`src/rtl/enum_token_accum_pkg.sv`:
```
// Shared types for the enum token accumulator: op/state enums, token layout.
// Latency: n/a (types and constants only).
// Backpressure: n/a.
//
// TOKEN_W derives from PARAM. PARAM is a 32-bit int, so $bits(PARAM) - 32
// is zero and the default gives 86 + 4 = 90 bits.
// Token layout, MSB first: op[2:0] | rsvd[TOKEN_W-36:0] | data[31:0].
package enum_token_accum_pkg;

  localparam int PARAM   = 4;
  localparam int TOKEN_W = $bits(PARAM) - 32 + 86 + PARAM;

  // Command opcodes. Codes 5..7 are illegal: they are treated as NOP and
  // raise the sticky error flag.
  typedef enum logic [2:0] {
    OP_NOP   = 3'd0,
    OP_ADD   = 3'd1,
    OP_SUB   = 3'd2,
    OP_CLR   = 3'd3,
    OP_FLUSH = 3'd4
  } op_e;

  // Controller states. This is a 2-state type, so the unused code 3
  // cannot hold an X; it is recovered to S_IDLE.
  typedef enum bit [1:0] {
    S_IDLE = 2'd0,
    S_ACC  = 2'd1,
    S_OUT  = 2'd2
  } state_e;

  typedef struct packed {
    op_e                   op;
    logic [TOKEN_W-36:0]   rsvd;
    int                    data;
  } token_fields_t;

  typedef union packed {
    bit [TOKEN_W-1:0] raw;
    token_fields_t    f;
  } token_t;

endpackage

```
`src/rtl/enum_token_alu.sv`:
```
// Signed 32-bit add/subtract of a token operand into the running accumulator.
// Latency: combinational, 0 cycles.
// Backpressure: none; the result is a pure function of the inputs.
//
// Ports:
//   acc  - current accumulator value (signed int)
//   data - token operand (signed int)
//   sub  - 1: acc - data, 0: acc + data
//   res  - result: wraps by default, or clamps when ENUM_TOKEN_ACCUM_SAT_EN
//          is defined
module enum_token_alu
  import enum_token_accum_pkg::*;
(
  input  int   acc,
  input  int   data,
  input  logic sub,
  output int   res
);

  // Sign-extend both operands to 33 bits. A signed overflow shows up as
  // bit 32 disagreeing with bit 31.
  logic [32:0] acc_x;
  logic [32:0] data_x;
  logic [32:0] sum_x;

  assign acc_x  = {acc[31], acc};
  assign data_x = {data[31], data};
  assign sum_x  = sub ? (acc_x - data_x) : (acc_x + data_x);

`ifdef ENUM_TOKEN_ACCUM_SAT_EN
  logic ovf;

  assign ovf = sum_x[32] ^ sum_x[31];

  // On overflow, bit 32 holds the true sign of the result.
  always_comb begin
    res = sum_x[31:0];
    if (ovf) begin
      res = sum_x[32] ? 32'h8000_0000 : 32'h7FFF_FFFF;
    end
  end
`else
  logic carry_unused;

  // Two's-complement wrap: the carry/extension bit is discarded.
  assign res          = sum_x[31:0];
  assign carry_unused = sum_x[32];
`endif

endmodule

```
`src/rtl/enum_token_accum.sv`:
```
// Accumulates signed ADD/SUB command tokens and emits {result, count} on flush or limit.
// Latency: 1 cycle from the FLUSH (or limit-reaching) token transfer to out_valid.
// Backpressure: in_ready is low while a result is held; the result holds until out_ready.
//
// Optional feature: define ENUM_TOKEN_ACCUM_SAT_EN for saturating arithmetic
// instead of wrap-around.
//
// Ports:
//   clk, rst             - clock; synchronous active-high reset
//   in_valid/in_ready    - token handshake; in_ready depends only on state
//   in_token             - TOKEN_W-bit token {op, rsvd, data}
//   o, out_count         - registered result and ADD/SUB count; stable while out_valid
//   out_valid/out_ready  - result handshake
//   err                  - sticky illegal-opcode flag; cleared only by rst
module enum_token_accum
  import enum_token_accum_pkg::*;
#(
  parameter int PARAM      = 4,
  parameter int MAX_TOKENS = 8
) (
  input  logic               clk,
  input  logic               rst,
  input  logic               in_valid,
  output logic               in_ready,
  input  logic [TOKEN_W-1:0] in_token,
  output int                 o,
  output logic               out_valid,
  input  logic               out_ready,
  output logic [7:0]         out_count,
  output logic               err
);

  // The module parameter must describe the same token width as the package.
  localparam int TOKEN_W_LOCAL = $bits(PARAM) - 32 + 86 + PARAM;

  generate
    if ((TOKEN_W_LOCAL != TOKEN_W) || ($bits(token_t) != TOKEN_W)) begin : g_bad_width
      $error("enum_token_accum: PARAM does not match enum_token_accum_pkg::PARAM");
    end
    if ((MAX_TOKENS < 1) || (MAX_TOKENS > 255)) begin : g_bad_max
      $error("enum_token_accum: MAX_TOKENS must be in 1..255");
    end
  endgenerate

  localparam logic [7:0] MAX_CNT = MAX_TOKENS[7:0];

  state_e     state;
  int         acc;
  logic [7:0] cnt;
  logic [7:0] cnt_inc;
  token_t     tok;
  int         alu_res;
  logic       rsvd_unused;

  assign tok      = in_token;
  assign cnt_inc  = cnt + 8'd1;
  assign in_ready = (state != S_OUT);

  // The reserved field is don't-care. It is reduced into a named sink so
  // that ignoring it is an explicit choice.
  assign rsvd_unused = ^tok.f.rsvd;

  enum_token_alu u_alu (
    .acc  (acc),
    .data (tok.f.data),
    .sub  (tok.f.op == OP_SUB),
    .res  (alu_res)
  );

  always_ff @(posedge clk) begin
    if (rst) begin
      state     <= S_IDLE;
      acc       <= 0;
      cnt       <= 8'd0;
      o         <= 0;
      out_valid <= 1'b0;
      out_count <= 8'd0;
      err       <= 1'b0;
    end else begin
      case (state)
        S_IDLE, S_ACC: begin
          if (in_valid) begin
            case (tok.f.op)
              OP_NOP: ;
              OP_ADD, OP_SUB: begin
                acc <= alu_res;
                cnt <= cnt_inc;
                // Auto-flush: the token that reaches the limit is included
                // in the emitted result.
                if (cnt_inc == MAX_CNT) begin
                  state     <= S_OUT;
                  o         <= alu_res;
                  out_count <= cnt_inc;
                  out_valid <= 1'b1;
                end else begin
                  state <= S_ACC;
                end
              end
              OP_CLR: begin
                acc   <= 0;
                cnt   <= 8'd0;
                state <= S_IDLE;
              end
              OP_FLUSH: begin
                state     <= S_OUT;
                o         <= acc;
                out_count <= cnt;
                out_valid <= 1'b1;
              end
              default: err <= 1'b1;
            endcase
          end
        end
        S_OUT: begin
          // o and out_count hold until the consumer takes the result.
          if (out_ready) begin
            out_valid <= 1'b0;
            acc       <= 0;
            cnt       <= 8'd0;
            state     <= S_IDLE;
          end
        end
        default: state <= S_IDLE;
      endcase
    end
  end

endmodule

```
`config.mk`:
```
export PLATFORM = sky130hd
export DESIGN_NAME = enum_token_accum
export DESIGN_NICKNAME = d
export VERILOG_FILES = /design/src/rtl/enum_token_accum_pkg.sv /design/src/rtl/enum_token_alu.sv /design/src/rtl/enum_token_accum.sv
export SDC_FILE = /design/constraint.sdc
export NUM_CORES = 1
export LEC_CHECK = 0
export BUFFER_PORTS_ARGS = -buffer_cell sky130_fd_sc_hd__buf_2
export CORE_ASPECT_RATIO = 2
export CORE_UTILIZATION = 29
export CTS_CLUSTER_SIZE = 24
export DETAILED_ROUTE_END_ITERATION = 8
export SYNTH_ARGS = -nofsm -noshare
export SYNTH_HDL_FRONTEND = slang
export SYNTH_HIERARCHICAL = 1
export SYNTH_SLANG_ARGS = --single-unit
```
`constraint.sdc`:
```
create_clock -name clk -period 4.3 [get_ports clk]
set_clock_uncertainty 0.2 [all_clocks]
set_input_delay 0.215 -clock clk [delete_from_list [all_inputs] [get_ports clk]]
set_output_delay 0.215 -clock clk [all_outputs]
set_load 0.1 [all_outputs]
```
==> metrics, run 1 <==
status complete, no violations; Die Wd approximately 100 um; DR pass1 iterations 5; GRT overflow 0; top cell type's share of synthesized area 28.3%; max-slew violation count 0; worst flop-to-flop path startpoint acc[0]; total CTS buffers 9; root buf cell clkbuf_16; clock buffer depth 2; number of max-cap violations 0; Finished Core Util around 36%; first-pass GRT wire length 28.4 mm; setup violators final 0; hold path start in_valid; Critical Path Sink Type register; CTS tree built; Crit Path Category input port to register; RD Place Congestion 0.876; Synth area leaders dfxtp_1 28%, xnor2_1 8.0%, a21oi_1 7.8%; Post-synth EDFFs 0; Tot Pwr 2.16 mW; hold crit path type input port to register; Setup crit start in_token[5]; Min Hold Slack between 0.1 and 0.15 ns; final worst setup slack 0.348 ns; clock sink count 84; P&R area growth vs syn 21.6%; DRT iter0 DRCs 300; syn nets between 800 and 900; post-route antenna net violation count 0; DRC 0; clk_lat worst skew 0.34 ns; IO Pins approximately 140; Setup TNS Final 0 ns; initial antenna violation count 0; FFs w/ async S/R, synth 0%; syn avg cell area a little under 8 um2; die area 0.0211 mm2; Detailed Route WL 17.6 mm; fin crit share approximately nine tenths; CP required 4.37 ns; maximum vdd drop 0.000188 V; Total GRT Usage roughly 17%; post-CTS setup buffers 0; Syn Std Cell Area between 0.005 and 0.006 mm2; via density per instance 5.31; Ant. Diodes 0; Synth Register Bits 84; Distinct cells, synth 62; Pwr per Cell Area 299 mW/mm2; vias in the first global route 5815; crit-path max FO 5; num rows 73; core area 0.0200 mm2; drt wl/cell 15.8 um; Worst slew margin between 20% and 30%; H-Tree Depth 3; Main synth FF type dfxtp_1; # nets final a little under 1000; Final min period 3.95 ns; register area share after synthesis between 20% and 30%; IO Port Bufs between 80 and 90; final hold vios 0; Place WS -0.127 ns; Post-DP HPWL 13.7 mm; via count 5916; die height 204 um; largest net degree at the start of global routing 55; RSZ-0062 raised after global routing false; Clock transition at path regs roughly 0.070 ns; Tightest Pin Transition 1.15 ns; fmax 0.253 GHz; Critical Path Source Type input port; Syn Inst Count 751; area leader, netlist dfxtp_1; layout cells sized above 1 20.6%; Ys Warns 6; starting density of the core 29.7%; leakage power 2.89 nW; Worst Path Arrival 4.03 ns
## cell type report
type	instances	area, um2
fill	2125	12800
inverter	25	93.8
clock buffer	10	239
timing repair buffer	143	886
tap	262	328
multi-input combinational	585	3920
sequential	84	1680
clock inverter	6	71.3
## cells in the mapped netlist, drive strengths merged (6+ instances only)
| cell | instances |
|---|---|
| nor2 | 80 |
| nand4 | 41 |
| dfxtp | 84 |
| inv | 25 |
| nor2b | 8 |
| buf | 20 |
| nand2 | 30 |
| a21o | 12 |
| ha | 34 |
| a211oi | 9 |
| clkbuf | 37 |
| a31oi | 20 |
| o21ai | 25 |
| a21oi | 92 |
| nand3 | 11 |
| xor2 | 15 |
| a32oi | 34 |
| nor3 | 24 |
| xnor2 | 55 |
| nand2b | 6 |
| a22oi | 33 |
## what timing repair did
| action | 4_1_cts | 5_1_grt |
|---|---|---|
| resized for setup | 0 | 3 |
| hold buffers | 1 | 0 |
| setup endpoints to repair | 0 | 5 |
| endpoints found under the hold margin | 2 | 0 |
## metrics by stage
stage / std cells / cell area, um2
6_report: 1115 / 7220
3_3_place_gp: 1098 / 6890
2_1_floorplan: 751 / 5940
3_5_place_dp: 1098 / 6890
4_1_cts: 1115 / 7210
5_1_grt: 1115 / 7220
## worst paths after layout
check	end	slack (ns)	cells after the start
max	o[31]	0.35	21
min	state[0]	0.10	4
max reg2reg	o[18]	1.04	15
min reg2reg	out_count[7]	0.25	2
## sequential cells by signal, indices dropped and copies added (netlist names)
register / cells
out_count: 8
cnt: 8
out_valid: 1
err: 1
acc: 32
state: 2
o: 32
## cells in the final DEF (no fill, tap or decap), drive strengths merged, types with 6 or more instances in the layout
| cell type | count |
|---|---|
| a211oi | 9 |
| a21o | 12 |
| a21oi | 92 |
| a22oi | 33 |
| a31oi | 20 |
| a32oi | 34 |
| buf | 142 |
| clkbuf | 10 |
| dfxtp | 84 |
| ha | 34 |
| inv | 27 |
| nand2 | 30 |
| nand2b | 6 |
| nand3 | 11 |
| nand4 | 41 |
| nor2 | 80 |
| nor2b | 8 |
| nor3 | 24 |
| o21ai | 25 |
| xnor2 | 55 |
| xor2 | 15 |
## critical path: stages
cell,delay (ns)
buf_2,0.10
or4_4,0.55
nor3_4,0.14
buf_4,0.13
nand2_1,0.05
nor2_1,0.10
buf_4,0.15
nand2_1,0.13
nor2_1,0.21
a21oi_1,0.11
xnor2_1,0.13
ha_1,0.29
a21o_1,0.17
a21o_1,0.20
nor3b_1,0.20
o211ai_1,0.16
a31oi_1,0.31
a21oi_1,0.13
xnor2_1,0.23
a32oi_1,0.16
a21oi_1,0.17
## layer usage
metal / global-route usage (%) / vias to the layer above / wire length [um] / share of wire (%)
met1: 17.2 / 2786 / 6540 / 37
met2: 34.0 / 115 / 9930 / 56
met3: 2.12 / 33 / 533 / 3.0
met5: 0 / - / 0 / 0
met4: 8.50 / 0 / 646 / 3.7
li1: - / 2982 / - / -
## power breakdown
part	switching, mW	internal (mW)	leakage (nW)
combinational	0.315	0.219	2.07
clock	0.332	0.471	0.146
sequential	0.0187	0.800	0.680
## cells by family (layout without fill, tap and decap cells)
logic type / after synthesis / in the layout / synth area share [%]
AO/OA/AOI/OAI: 250 / 250 / 27.5
AND/OR/NAND/NOR: 228 / 228 / 19.8
flip-flops: 84 / 84 / 28.3
buffers and inverters: 82 / 184 / 6.15
XOR/XNOR: 70 / 70 / 10.5
adder cells (fa/ha/maj): 35 / 35 / 7.50
multiplexers: 2 / 2 / 0.337
Note: power is estimated with default switching activity, not from simulation.
==> run 2: changes to the inputs <==
--- a/config.mk
+++ b/config.mk
@@ -8,6 +8,7 @@
 export BUFFER_PORTS_ARGS = -buffer_cell sky130_fd_sc_hd__buf_2
 export CORE_ASPECT_RATIO = 2
 export CORE_UTILIZATION = 29
+export CTS_BUF_LIST = sky130_fd_sc_hd__clkbuf_4
 export CTS_CLUSTER_SIZE = 24
 export DETAILED_ROUTE_END_ITERATION = 8
 export SYNTH_ARGS = -nofsm -noshare
==> run 2 against run 1 <==
Fmax is 0.35% lower. Clock-buffer cell count is 1 lower. Design area is 2.2% lower. Core utilization is 0.81 points lower. Sequential share of layout area is 0.53 points higher. Flip-flop and latch count stayed put. Routed wire length is 0.69% lower. Register-to-register slack worse by 0.05 ns. Largest power group unchanged.
==> metrics, run 2 (synthesized netlist as in run 1, its figures left out) <==
clock buffer depth 2 (unchanged); CP bufs+invs 3 (unchanged); IO Port Bufs 81 (unchanged); die height 204 um (unchanged); CTS tree built (unchanged); core area 0.0200 mm2 (unchanged); Setup crit start in_token[5] (unchanged); Crit Path Category input port to register (unchanged); most frequent cells in the layout 91 x a21oi_1, 84 x dfxtp_1, 81 x buf_2, 79 x nor2_1, 60 x buf_4 (unchanged); filler cell count 2156 (was 2125); final hold vios 0 (unchanged); Critical Path Source Type input port (unchanged); via count 5913 (was 5916); DRT iter0 DRCs 313 (was 300); layout cells sized above 1 20.4% (was 20.6%); Worst Path Arrival 4.16 ns (was 4.03 ns); Sequential cell area 0.00168 mm2 (unchanged); commonest non-fill, non-tap cell in the layout a21oi_1 (unchanged); DR pass1 iterations 5 (unchanged); Tightest Pin Transition 1.15 ns (about the same); clock sink count 84 (unchanged); Clock transition at path regs 0.16 ns (was 0.07 ns); Min Hold Slack 0.0659 ns (was 0.103 ns); vias in the first global route 5803 (was 5815); number of max-cap violations 0 (unchanged); H-Tree Depth 3 (unchanged); largest net degree at the start of global routing 55 (unchanged); FF-to-FF setup slack 0.99 ns (was 1.04 ns); largest registers acc: 32 flops, o: 32 flops (unchanged); CP max stage delay 0.55 ns (about the same); leakage power 2.82 nW (was 2.89 nW); cell family with most CP delay simple AND/OR/NAND/NOR gates (was compound AO/OA/AOI/OAI gates); hold crit path type input port to register (unchanged); Placed Cells 1098 (unchanged); # nets final 978 (was 977); Die Wd 103 um (unchanged); max-slew violation count 0 (unchanged); crit-path max FO 6 (was 5); Tot Pwr 1.83 mW (was 2.16 mW); Finished Core Util 35.3% (was 36.1%); Final min period 3.97 ns (was 3.95 ns); total CTS buffers 9 (unchanged); P&R area growth vs syn 18.8% (was 21.6%); maximum vdd drop 0.000167 V (was 0.000188 V); worst flop-to-flop path startpoint acc[0] (unchanged); initial antenna violation count 1 (was 0); die area 0.0211 mm2 (unchanged); clk_lat worst skew 0.44 ns (was 0.34 ns); first-pass GRT wire length 28.3 mm (was 28.4 mm); area of the multi-input gates 0.00391 mm2 (was 0.00392 mm2); post-CTS setup buffers 0 (unchanged); Pwr per Cell Area 259 mW/mm2 (was 299 mW/mm2); IO Pins 137 (unchanged); starting density of the core 29.7% (unchanged); CP cell instances buf_2 > or4_4 > nor3_4 > nor4b_4 > and2_4 > nor2_1 > xnor2_1 > ha_1 > buf_4 > nand3_1 > or2_2 > o21ai_0 > a21oi_1 > buf_4 > o21ai_0 > xor2_1 > a32oi_1 > a21oi_1 (was buf_2 > or4_4 > nor3_4 > buf_4 > nand2_1 > nor2_1 > buf_4 > nand2_1 > nor2_1 > a21oi_1 > xnor2_1 > ha_1 > a21o_1 > a21o_1 > nor3b_1 > o211ai_1 > a31oi_1 > a21oi_1 > xnor2_1 > a32oi_1 > a21oi_1); GRT overflow 0 (unchanged); status complete, no violations (unchanged); Total GRT Usage 17.2% (was 17.4%); Worst slew margin 23.0% (was 23.3%); fin crit share 92.2% (was 91.9%); RD Place Congestion 0.876 (unchanged); setup violators final 0 (unchanged); post-route insts no fill 1117 (was 1115); drt wl/cell 15.7 um (was 15.8 um); Slowest cell on crit path or4_4 (unchanged); post-route antenna net violation count 0 (unchanged); num rows 73 (unchanged); via density per instance 5.29 (was 5.31); Detailed Route WL 17.5 mm (was 17.6 mm); fmax 0.252 GHz (was 0.253 GHz); Critical Path Sink Type register (unchanged); root buf cell clkbuf_4 (was clkbuf_16); hold path start in_token[88] (was in_valid); DRC 0 (unchanged); RSZ-0062 raised after global routing false (unchanged); Post-DP HPWL 13.7 mm (unchanged); Setup TNS Final 0 ns (unchanged); CP required 4.49 ns (was 4.37 ns)
[run 2: through the flow]
stage | worst slack [ns] | area [um2]
2_1_floorplan | 0.436 | 5940
3_3_place_gp | -0.0994 | 6890
5_1_grt | 0.0712 | 7050
4_1_cts | 0.357 | 7050
3_5_place_dp | -0.127 | 6890
6_report | 0.334 | 7050
[run 2: worst paths after layout]
check / to / cells past startpoint
worst max-delay path: o[29] / 18
worst min-delay path: state[0] / 4
worst max register to register: o[30] / 14
worst min register to register: out_count[2] / 2
[run 2: what timing repair did]
item                                   4_1_cts  5_1_grt
hold buffers                                 2        0
resized for setup                            0        0
endpoints found under the hold margin        3        0
[run 2: report_power, final]
group / switching [mW] / total, mW / internal (mW)
Clock: 0.296 / 0.476 / 0.180
Combinational: 0.315 / 0.534 / 0.220
Sequential: 0.0188 / 0.819 / 0.800
Total: 0.629 / 1.83 / 1.20
[run 2: worst min-delay path: cells and delay by family]
kind	cells	cell delay (ns)
and+or+nand+nor	2	0.20
AOI/OAI and AO/OA	1	0.09
buffers and inverters	1	0.15
[run 2: layout make-up]
type / instances / share of cell area (%)
inverter: 25 / 1.33
tap: 262 / 4.65
timing repair buffer: 144 / 12.7
antenna: 1 / 0.0355
clock inverter: 7 / 1.06
multi-input combinational: 585 / 55.4
sequential: 84 / 23.8
clock buffer: 9 / 0.958
[run 2: per-layer routing]
layer / up-vias / routed length [um] / track usage (%)
met5: - / 0 / 0
met4: 0 / 573 / 8.50
met3: 34 / 557 / 1.88
met2: 114 / 9830 / 33.6
met1: 2776 / 6570 / 17.3
li1: 2989 / - / -
==> run 3: changes to the inputs <==
--- a/config.mk
+++ b/config.mk
@@ -6,7 +6,7 @@
 export NUM_CORES = 1
 export LEC_CHECK = 0
 export BUFFER_PORTS_ARGS = -buffer_cell sky130_fd_sc_hd__buf_2
-export CORE_ASPECT_RATIO = 2
+export CORE_ASPECT_RATIO = 1.25
 export CORE_UTILIZATION = 29
 export CTS_BUF_LIST = sky130_fd_sc_hd__clkbuf_4
 export CTS_CLUSTER_SIZE = 24
==> run 3 against run 2 <==
Cell count stayed put. Global-route usage is 0.56 points lower. Critical path depth is 5 higher. Flip-flop and latch count stayed put. Clock-buffer cell count is 1 higher. Worst hold slack worse by 0.0017 ns.
==> metrics, run 3 (synthesized netlist as in run 1, its figures left out) <==
drt wl/cell 15.5 um (was 15.7 um); worst flop-to-flop path startpoint acc[0] (unchanged); die area 0.0210 mm2 (was 0.0211 mm2); Worst slew margin 19.4% (was 23.0%); cell depth of the worst setup path 23 (was 18); setup violators final 0 (unchanged); root buf cell clkbuf_4 (unchanged); via density per instance 5.28 (was 5.29); Critical Path Sink Type register (unchanged); commonest non-fill, non-tap cell in the layout a21oi_1 (unchanged); CTS tree built (unchanged); hold crit path type input port to register (unchanged); clock buffer depth 2 (unchanged); FF-to-FF End o[30] (unchanged); DRC 0 (unchanged); Post-DP HPWL 12.6 mm (was 13.7 mm); Tightest Pin Transition 1.21 ns (was 1.15 ns); Placed Cells 1099 (was 1098); P&R area growth vs syn 18.9% (was 18.8%); RSZ-0062 raised after global routing false (unchanged); Detailed Route WL 17.3 mm (was 17.5 mm); vias in the first global route 5595 (was 5803); CP bufs+invs 4 (was 3); Sequential cell area 0.00168 mm2 (unchanged); largest registers acc: 32 flops, o: 32 flops (unchanged); Critical Path Source Type input port (unchanged); # nets final 971 (was 978); num rows 58 (was 73); Slowest cell on crit path or4_4 (unchanged); hold path depth 4 (unchanged); die height 162 um (was 204 um); most frequent cells in the layout 91 x a21oi_1, 84 x dfxtp_1, 81 x buf_2, 79 x nor2_1 (was 91 x a21oi_1, 84 x dfxtp_1, 81 x buf_2, 79 x nor2_1, 60 x buf_4); fmax 0.254 GHz (was 0.252 GHz); crit path capture o[30] (was o[29]); Pwr per Cell Area 280 mW/mm2 (was 259 mW/mm2); via count 5898 (was 5913); maximum vdd drop 0.000142 V (was 0.000167 V); Total GRT Usage 16.7% (was 17.2%); RD Place Congestion 0.825 (was 0.876); max-slew violation count 0 (unchanged); area of the multi-input gates 0.00391 mm2 (unchanged); crit-path max FO 5 (was 6); H-Tree Depth 3 (unchanged); Clock transition at path regs 0.13 ns (was 0.16 ns); post-route antenna net violation count 0 (unchanged); FF-to-FF setup slack 1.08 ns (was 0.99 ns); GRT overflow 0 (unchanged); R2R cell count 15 (was 14); IO Pins 137 (unchanged); Die Wd 130 um (was 103 um); IO Port Bufs 81 (unchanged); Final min period 3.94 ns (was 3.97 ns); Crit Path Category input port to register (unchanged); final hold vios 0 (unchanged); clk_lat worst skew 0.43 ns (was 0.44 ns); first-pass GRT wire length 27.9 mm (was 28.3 mm); largest net degree at the start of global routing 71 (was 55); Setup crit start in_token[5] (unchanged); fin crit share 91.6% (was 92.2%); Setup TNS Final 0 ns (unchanged); CP max stage delay 0.55 ns (about the same); leakage power 2.82 nW (about the same); cell family with most CP delay compound AO/OA/AOI/OAI gates (was simple AND/OR/NAND/NOR gates); starting density of the core 29.5% (was 29.7%); final worst setup slack 0.361 ns (was 0.334 ns); Worst Path Arrival 4.03 ns (was 4.16 ns); CP cell instances buf_2 > or4_4 > nor3_4 > buf_4 > nand2_1 > nor2_1 > buf_4 > nand2_1 > nor2_1 > nor2_1 > xnor2_1 > ha_1 > and2_1 > nand3_1 > o31a_1 > o211ai_1 > a31oi_1 > buf_4 > o21ai_0 > a31oi_1 > xnor2_1 > a32oi_1 > a21oi_1 (was buf_2 > or4_4 > nor3_4 > nor4b_4 > and2_4 > nor2_1 > xnor2_1 > ha_1 > buf_4 > nand3_1 > or2_2 > o21ai_0 > a21oi_1 > buf_4 > o21ai_0 > xor2_1 > a32oi_1 > a21oi_1); Place WS -0.0434 ns (was -0.127 ns); layout cells sized above 1 19.7% (was 20.4%); total CTS buffers 9 (unchanged); initial antenna violation count 1 (unchanged); clock sink count 84 (unchanged); filler cell count 2190 (was 2156); core area 0.0201 mm2 (was 0.0200 mm2); number of max-cap violations 0 (unchanged); status complete, no violations (unchanged); CP required 4.39 ns (was 4.49 ns); DRT iter0 DRCs 389 (was 313); DR pass1 iterations 5 (unchanged); post-route insts no fill 1117 (unchanged)
## run 3: changes by cell type in the layout (fill, tap and decap cells not counted)
cell and delta:
buf_12 -1, buf_4 -6, bufinv_16 +3, clkbuf_4 +1, clkinv_1 -1, clkinv_2 +1
clkinv_4 -1, clkinvlp_4 -2, inv_6 -2
## run 3: power by group
group	internal, mW	switching, mW
registers	0.800	0.0171
logic	0.213	0.313
clock network	0.356	0.279
## run 3: what timing repair did
| action | 4_1_cts | 5_1_grt |
|---|---|---|
| endpoints found under the hold margin | 3 | 0 |
| gates resized for setup | 0 | 0 |
| hold buffers | 2 | 0 |
| buffers inserted | 0 | 0 |
## run 3: how the worst min path moves through the flow
| stage | start | to | slack, ns |
|---|---|---|---|
| floorplan | out_ready | out_valid | 0.13 |
| global placement | out_count[7] | out_count[7] | 0.24 |
| detailed placement | out_count[7] | out_count[7] | 0.24 |
| CTS | in_token[88] | state[0] | 0.03 |
| global route | in_token[88] | state[0] | 0.09 |
| finish | in_token[88] | state[0] | 0.06 |
## run 3: cell type report
| type | instances | area share [%] |
|---|---|---|
| diodes | 1 | 0.0355 |
| clock buffers | 10 | 1.06 |
| clock inverters | 5 | 1.77 |
| inverters | 25 | 1.33 |
| multi-input cells | 585 | 55.4 |
| flip-flops and latches | 84 | 23.8 |
| well taps | 270 | 4.79 |
| repair buffers | 137 | 11.8 |
## run 3: layer usage
metal	up-vias	wire length [um]	track usage (%)
li1	2971	-	-
met1	2798	7590	20.2
met2	114	8770	30.1
met3	15	656	2.04
met4	0	286	5.39
met5	-	0	0
## run 3: tightest hold or removal path, stage by stage
cell and delay [ns]:
buf_2 0.15, nand3_1 0.08, a32oi_1 0.09, nor3_1 0.11
## run 3: per-stage QoR
step	cell area (um2)	power (mW)	utilization, %	hold WS (ns)
after floorplan	5940	1.20	-	0.128
after global placement	6830	1.35	34.0	0.242
after detailed placement	6830	1.36	34.0	0.244
after CTS	7050	2.00	35.1	0.0337
after global routing	7060	2.09	35.1	0.0922
final	7060	1.98	35.1	0.0642
